`config.mk`:
```
export PLATFORM = sky130hd
export DESIGN_NAME = motor_move_ctrl_flat
export DESIGN_NICKNAME = d
export VERILOG_FILES = /design/src/rtl/motor_move_if.sv /design/src/rtl/motor_move_ctrl.sv /design/src/flat_wrapper.sv
export SDC_FILE = /design/constraint.sdc
export NUM_CORES = 1
export LEC_CHECK = 0
export BUFFER_PORTS_ARGS = -buffer_cell sky130_fd_sc_hd__buf_2
export CORE_MARGIN = 5
export CORE_UTILIZATION = 55
export DETAILED_ROUTE_END_ITERATION = 16
export PLACE_DENSITY_LB_ADDON = 0.08
export SYNTH_ARGS = -nofsm -noshare
export SYNTH_HDL_FRONTEND = slang
export SYNTH_SLANG_ARGS = --single-unit
```
`constraint.sdc`:
```
create_clock -name clk -period 3.8 [get_ports clk]
set_clock_uncertainty 0.15 [all_clocks]
set_input_delay 0 -clock clk [delete_from_list [all_inputs] [get_ports clk]]
set_output_delay 0 -clock clk [all_outputs]
set_load 0.02 [all_outputs]
```
`src/rtl/motor_move_if.sv`:
```
// Command, encoder and drive signals between the host/encoder side (master) and the
// move sequencer (slave). state_dbg mirrors the sequencer FSM state for observation.
interface motor_move_if;
   logic        cmd_valid;
   logic        cmd_ready;
   logic        cmd_home;
   logic [8:0]  cmd_target;
   logic        cmd_abort;
   logic        fault_clr;
   logic [31:0] position;
   logic [31:0] rpm;
   logic        motor_dir;
   logic [15:0] duty;
   logic        position_rst;
   logic        busy;
   logic        done;
   logic        fault;
   logic [1:0]  fault_code;
   logic [2:0]  state_dbg;

   // Handshake: a command transfers on a clock edge where cmd_valid && cmd_ready; cmd_ready is
   // high only while the sequencer is IDLE and out of reset, and nothing is queued otherwise.
   modport master (
      output cmd_valid, cmd_home, cmd_target, cmd_abort, fault_clr, position, rpm,
      input  cmd_ready, motor_dir, duty, position_rst, busy, done, fault, fault_code, state_dbg
   );

   modport slave (
      input  cmd_valid, cmd_home, cmd_target, cmd_abort, fault_clr, position, rpm,
      output cmd_ready, motor_dir, duty, position_rst, busy, done, fault, fault_code, state_dbg
   );
endinterface

```
`src/rtl/motor_move_ctrl.sv`:
```
// Closed-loop absolute-angle move sequencer: shortest-direction moves with trapezoidal
// duty ramping, encoder homing, stall detection and abort.
module motor_move_ctrl #(
   parameter logic [15:0] PWM_MAX     = 16'd1000,
   parameter logic [15:0] MIN_DUTY    = 16'd150,
   parameter logic [15:0] RAMP_STEP   = 16'd10,
   parameter logic [31:0] RAMP_DIV    = 32'd100_000,
   parameter logic [8:0]  DECEL_DIST  = 9'd20,
   parameter logic [31:0] STALL_TICKS = 32'd500
) (
   input  logic        clk,
   input  logic        rst,
   motor_move_if.slave bus
);
   typedef enum logic [2:0] {
      IDLE   = 3'd0,
      HOME   = 3'd1,
      ACCEL  = 3'd2,
      CRUISE = 3'd3,
      DECEL  = 3'd4,
      FAULT  = 3'd5
   } state_t;

   state_t      state, state_nx;
   logic [15:0] duty_q, duty_nx;
   logic        dir_q, dir_nx;
   logic        prst_q, prst_nx;
   logic        done_q, done_nx;
   logic [1:0]  fcode_q, fcode_nx;
   logic [8:0]  target_q, target_nx;
   logic [31:0] presc_q, presc_nx;
   logic [31:0] stall_q, stall_nx;

   logic [8:0]  pos9, fwd, rem;
   logic        tick, arrived;
   logic [16:0] duty_up;

   // Distance stepping forward from 'from' to 'to' on a 360-degree circle; when to < from the
   // 9-bit wrap of to + 360 - from still lands exactly in 1..359.
   function automatic logic [8:0] fwd_dist(input logic [8:0] from, input logic [8:0] to);
      return (to >= from) ? (to - from) : (to + 9'd360 - from);
   endfunction

   assign pos9    = bus.position[8:0];
   assign fwd     = fwd_dist(pos9, bus.cmd_target);
   assign rem     = dir_q ? fwd_dist(pos9, target_q) : fwd_dist(target_q, pos9);
   assign tick    = (presc_q == RAMP_DIV - 32'd1);
   assign arrived = (bus.position == {23'd0, target_q});
   assign duty_up = {1'b0, duty_q} + {1'b0, RAMP_STEP};

   always_comb begin
      state_nx  = state;
      duty_nx   = duty_q;
      dir_nx    = dir_q;
      prst_nx   = 1'b0;
      done_nx   = 1'b0;
      fcode_nx  = fcode_q;
      target_nx = target_q;
      presc_nx  = presc_q;
      stall_nx  = stall_q;
      case (state)
         IDLE: begin
            if (bus.cmd_valid) begin
               if (bus.cmd_home) begin
                  state_nx = HOME;
                  prst_nx  = 1'b1;
               end else if (bus.cmd_target > 9'd359) begin
                  state_nx = FAULT;
                  fcode_nx = 2'b10;
                  duty_nx  = 16'd0;
               end else if ({23'd0, bus.cmd_target} == bus.position) begin
                  done_nx = 1'b1;
               end else begin
                  target_nx = bus.cmd_target;
                  dir_nx    = (fwd <= 9'd180);
                  duty_nx   = MIN_DUTY;
                  presc_nx  = 32'd0;
                  stall_nx  = 32'd0;
                  state_nx  = ACCEL;
               end
            end
         end
         // First HOME cycle carries the encoder reset pulse, the second one the done pulse.
         HOME: begin
            if (prst_q) done_nx  = 1'b1;
            else        state_nx = IDLE;
         end
         ACCEL, CRUISE, DECEL: begin
            presc_nx = tick ? 32'd0 : presc_q + 32'd1;
            if (bus.cmd_abort) begin
               duty_nx  = 16'd0;
               state_nx = IDLE;
            end else if (arrived) begin
               duty_nx  = 16'd0;
               done_nx  = 1'b1;
               state_nx = IDLE;
            end else begin
               if (tick) stall_nx = (bus.rpm == 32'd0) ? stall_q + 32'd1 : 32'd0;
               if (tick && bus.rpm == 32'd0 && stall_q + 32'd1 == STALL_TICKS) begin
                  duty_nx  = 16'd0;
                  fcode_nx = 2'b01;
                  state_nx = FAULT;
               end else if (state != DECEL && rem <= DECEL_DIST) begin
                  state_nx = DECEL;
               end else if (tick && state == ACCEL) begin
                  if (duty_up >= {1'b0, PWM_MAX}) begin
                     duty_nx  = PWM_MAX;
                     state_nx = CRUISE;
                  end else begin
                     duty_nx = duty_up[15:0];
                  end
               end else if (tick && state == DECEL) begin
                  if ({1'b0, duty_q} <= {1'b0, MIN_DUTY} + {1'b0, RAMP_STEP}) duty_nx = MIN_DUTY;
                  else                                                       duty_nx = duty_q - RAMP_STEP;
               end
            end
         end
         FAULT: begin
            duty_nx = 16'd0;
            if (bus.fault_clr) begin
               fcode_nx = 2'b00;
               state_nx = IDLE;
            end
         end
         default: begin
            duty_nx  = 16'd0;
            state_nx = IDLE;
         end
      endcase
   end

   always_ff @(posedge clk or posedge rst) begin
      if (rst) begin
         state    <= IDLE;
         duty_q   <= 16'd0;
         dir_q    <= 1'b0;
         prst_q   <= 1'b0;
         done_q   <= 1'b0;
         fcode_q  <= 2'b00;
         target_q <= 9'd0;
         presc_q  <= 32'd0;
         stall_q  <= 32'd0;
      end else begin
         state    <= state_nx;
         duty_q   <= duty_nx;
         dir_q    <= dir_nx;
         prst_q   <= prst_nx;
         done_q   <= done_nx;
         fcode_q  <= fcode_nx;
         target_q <= target_nx;
         presc_q  <= presc_nx;
         stall_q  <= stall_nx;
      end
   end

   assign bus.cmd_ready    = (state == IDLE) && !rst;
   assign bus.busy         = (state != IDLE);
   assign bus.fault        = (state == FAULT);
   assign bus.duty         = duty_q;
   assign bus.motor_dir    = dir_q;
   assign bus.position_rst = prst_q;
   assign bus.done         = done_q;
   assign bus.fault_code   = fcode_q;
   assign bus.state_dbg    = state;
endmodule

```
`src/flat_wrapper.sv`:
```
// flat-port wrapper written by rule: the top's interface ports become plain ports
module motor_move_ctrl_flat 
#(
   parameter logic [15:0] PWM_MAX     = 16'd1000,
   parameter logic [15:0] MIN_DUTY    = 16'd150,
   parameter logic [15:0] RAMP_STEP   = 16'd10,
   parameter logic [31:0] RAMP_DIV    = 32'd100_000,
   parameter logic [8:0]  DECEL_DIST  = 9'd20,
   parameter logic [31:0] STALL_TICKS = 32'd500
)
  (clk, rst, bus_cmd_valid, bus_cmd_home, bus_cmd_target, bus_cmd_abort, bus_fault_clr, bus_position, bus_rpm, bus_cmd_ready, bus_motor_dir, bus_duty, bus_position_rst, bus_busy, bus_done, bus_fault, bus_fault_code, bus_state_dbg);
  motor_move_if bus_i ();
  input  logic clk;
  input  logic rst;
  input wire logic [$bits(bus_i.cmd_valid)-1:0] bus_cmd_valid;
  input wire logic [$bits(bus_i.cmd_home)-1:0] bus_cmd_home;
  input wire logic [$bits(bus_i.cmd_target)-1:0] bus_cmd_target;
  input wire logic [$bits(bus_i.cmd_abort)-1:0] bus_cmd_abort;
  input wire logic [$bits(bus_i.fault_clr)-1:0] bus_fault_clr;
  input wire logic [$bits(bus_i.position)-1:0] bus_position;
  input wire logic [$bits(bus_i.rpm)-1:0] bus_rpm;
  output wire logic [$bits(bus_i.cmd_ready)-1:0] bus_cmd_ready;
  output wire logic [$bits(bus_i.motor_dir)-1:0] bus_motor_dir;
  output wire logic [$bits(bus_i.duty)-1:0] bus_duty;
  output wire logic [$bits(bus_i.position_rst)-1:0] bus_position_rst;
  output wire logic [$bits(bus_i.busy)-1:0] bus_busy;
  output wire logic [$bits(bus_i.done)-1:0] bus_done;
  output wire logic [$bits(bus_i.fault)-1:0] bus_fault;
  output wire logic [$bits(bus_i.fault_code)-1:0] bus_fault_code;
  output wire logic [$bits(bus_i.state_dbg)-1:0] bus_state_dbg;
  assign bus_i.cmd_valid = bus_cmd_valid;
  assign bus_i.cmd_home = bus_cmd_home;
  assign bus_i.cmd_target = bus_cmd_target;
  assign bus_i.cmd_abort = bus_cmd_abort;
  assign bus_i.fault_clr = bus_fault_clr;
  assign bus_i.position = bus_position;
  assign bus_i.rpm = bus_rpm;
  assign bus_cmd_ready = bus_i.cmd_ready;
  assign bus_motor_dir = bus_i.motor_dir;
  assign bus_duty = bus_i.duty;
  assign bus_position_rst = bus_i.position_rst;
  assign bus_busy = bus_i.busy;
  assign bus_done = bus_i.done;
  assign bus_fault = bus_i.fault;
  assign bus_fault_code = bus_i.fault_code;
  assign bus_state_dbg = bus_i.state_dbg;
  motor_move_ctrl #(.PWM_MAX(PWM_MAX), .MIN_DUTY(MIN_DUTY), .RAMP_STEP(RAMP_STEP), .RAMP_DIV(RAMP_DIV), .DECEL_DIST(DECEL_DIST), .STALL_TICKS(STALL_TICKS)) u_core (.clk(clk), .rst(rst), .bus(bus_i));
endmodule
```
==> results.yml <==
cts:
  numCtsBuffers: 9
  tritoncts: "yes"
  cts.sink_count: 96
  cts_buffer_depth: 2
  htree_levels: 3
  root_buffer: "clkbuf_16"
  clkSlewWorstSetupHoldPaths_ns: 0.08
  clk_latency_ns: 0.36
synth:
  yosys.area.top_type: "dfrtp_1"
  yosysSeqAreaShare_pct: 26.85
  yosys_most_used_dff: "dfrtp_1"
  yosys-top-cells-area: "dfrtp_1, ha_1, o21ai_0"
  syn_avg_cell_area_um2: 7.868
  ys_async_sr_fraction_pct: 100.0
  ys_ff_latch: 96
  synth_edf_count: 0
  syn-num-nets: 1293
  synth_warnings: 0
  netlist.area_leader.share_pct: 26.85
  synthDistinctLibCells: 82
  syn_area_um2: 8946
  synth_cells: 1137
setup_path:
  crit_family: "compound AO/OA/AOI/OAI gates"
  rr_startpoint: "u_core.target_q[1]"
  slowest_stage: "dfrtp_2"
  worstSetupEndpointType: "flop"
  crit_arrival_ns: 3.76
  start_kind: "flop"
  cp.required_ns: 3.89
  slowest_delay_ns: 0.45
  cp_num_buf_inv: 4
  timing.rr.end: "u_core.bus.duty[7]"
  rr_worst_depth: 15
  cp_max_fo: 4
  worst-setup-path-type: "reg -> reg"
  r2r_slack_ns: 0.14
  setup.worst_path.start: "u_core.target_q[1]"
  cp_cell_sequence: "inv_2, ha_2, inv_2, fa_2, nor2b_1, a32oi_2, nand2_1, o211ai_1, buf_4, nor4bb_2, a311o_1, a31oi_2, o21ai_2, buf_4, mux2_2"
sta:
  final.min_clock_period_ns: 3.663
  fin_crit_sh_pct: 96.39
  slew_headroom_pct: 38.09
  setup_viol: 0
  finalHoldViolations: 0
  fmax_ghz: 0.2730
  worst_slack_ns: 0.1371
  slew_violations: 0
  tightest_slew_ns: 0.9286
grt:
  grt_first_pass_wirelength_um: 41010
  antenna_found_initial: 0
  grt_max_degree: 72
  track_usage_pct: 26.77
  gr-total-overflow: 0
  first_global_vias: 8364
floorplan:
  fp.dieH_um: 137.5
  fp.dieArea_um2: 18920
  initial_core_util_pct: 56.11
  die_w_um: 137.5
  core_um2: 15940
  ios: 106
  fp-row-count: 46
route:
  vias_per_cell: 6.017
  firstDrtPassIters: 5
  detailroute.wirelength.met2_um: 11940
  wl_per_cell_um: 16.95
  dr_wl_met3_um: 1456
  vias: 8996
  drc: 0
  m1WireLength_um: 11450
  dr.max_layer_used: "met4"
  drtIter0Drc: 826
  drt_wl_total_um: 25340
  postRouteAntennaNets: 0
place:
  place_congestion: 0.9204
  hpwlAfterDp_um: 18800
  place.port_buffers: 104
  dp_cells: 1460
  dp_slack_ns: 0.04844
cells_and_area:
  synthToLayoutAreaGrowth_pct: 17.86
  n_antenna_cell: 0
  drive_above_1_share_pct: 17.51
  nets: 1430
  final_cells: 1495
power_and_ir_drop:
  design_power_total_w: 0.006506
  power.density_nw_per_um2: 617.0
  ir_drop_mv: 0.3544
  p_leak_nw: 4.689
hold_path:
  hold_end: "u_core.bus.fault_code[0]"
  hp-start: "bus_fault_clr"
  hold_class: "in -> reg"
  min_path_cells: 4
status:
  outcome: "completed"
job:
  maxCapViolations: 0
[stage by stage]
step	util [%]	TNS (ns)	hold WS [ns]	instance area [um^2]
floorplan	-	0	-0.07021	8946
global placement	62.25	0	0.09525	9925
detailed placement	62.25	0	0.09204	9925
CTS	65.23	0	0.07736	10400
global route	66.14	-0.05463	0.1050	10540
finish	66.14	0	0.08397	10540
[cell usage after synthesis, drive strengths merged (6+ instances only)]
library cell and count:
nand2 98, or4 9, nand4 25, o31ai 17
nor4 30, nand3 51, dfrtp 96, nor3 38
nor2b 15, o41ai 7, xnor2 31, o211ai 8
o22ai 6, xor2 40, ha 56, fa 21
nand2b 18, or3 19, clkbuf 36, a211oi 6
a21oi 62, and2 6, nor2 116, inv 75
nor3b 6, a31oi 14, buf 9, o21ai 101
and3 28
[placed cells by master, fill, tap and decap left out, drive strengths merged, types with 15 or more instances in the layout]
cell type,count
a21oi,62
and3,28
buf,157
dfrtp,96
fa,21
ha,56
inv,78
nand2,98
nand2b,18
nand3,51
nand4,25
nor2,116
nor2b,15
nor3,38
nor4,30
o21ai,101
o31ai,17
or3,19
xnor2,31
xor2,40
[worst max-delay path by stage]
stage                                   end  slack (ns)  cells after the start
detailed placement  u_core.bus.state_dbg[1]        0.05                     14
CTS                      u_core.bus.duty[5]       0.005                     14
global route             u_core.bus.duty[7]       -0.04                     14
finish                   u_core.bus.duty[7]        0.14                     15
floorplan               u_core.bus.duty[11]        0.07                     13
global placement    u_core.bus.state_dbg[1]        0.10                     14
[metal layers]
layer  GRT usage [%]  up-vias
met2           43.93      283
met5               0        -
li1                -     4364
met4           7.262        0
met1           36.71     4307
met3           4.383       42
[report_power, final]
part	internal [W]	switching (W)	leakage [nW]
clock network	0.000606	0.000452	0.162
logic	0.00167	0.00237	3.23
registers	0.00116	0.000254	1.30
total	0.00344	0.00307	4.69
[final cells by class]
type / count / area (um^2)
inverters: 76 / 287.8
clock inverters: 6 / 96.34
multi-input cells: 920 / 6185
repair buffers: 171 / 1062
fillers: 1358 / 5399
clock buffers: 10 / 239.0
flip-flops and latches: 96 / 2404
well taps: 216 / 270.3
[flip-flops by register name (all words and copies together) (netlist names)]
name / flops
u_core.target_q: 9
u_core.bus.done: 1
u_core.stall_q: 32
u_core.bus.state_dbg: 3
u_core.presc_q: 32
u_core.bus.motor_dir: 1
u_core.bus.position_rst: 1
u_core.bus.fault_code: 2
u_core.bus.duty: 15
[cell families after synthesis]
kind of cell    count (synthesis)  synth area share, %
flops                          96                26.85
mux                             8               0.9650
xor+xnor                       71                6.951
simple gates                  488                28.36
fa+ha+maj                      77                12.53
buf+inv                       121                5.245
compound gates                275                19.05
other cells                     1              0.04192
[worst min-delay path, delay by kind of cell]
family	cells	cell delay, ns
AOI/OAI and AO/OA	2	0.21
buffers and inverters	1	0.10
and+or+nand+nor	1	0.23
[repair_timing]
action | CTS | global route
gates cloned | 0 | 0
pin swaps | 0 | 12
buffers inserted | 0 | 5
hold endpoints to repair | 85 | 0
gates resized for setup | 1 | 35
hold buffers | 14 | 0
endpoints found under the setup margin | 1 | 17
Power figures use the tool's default switching activity.
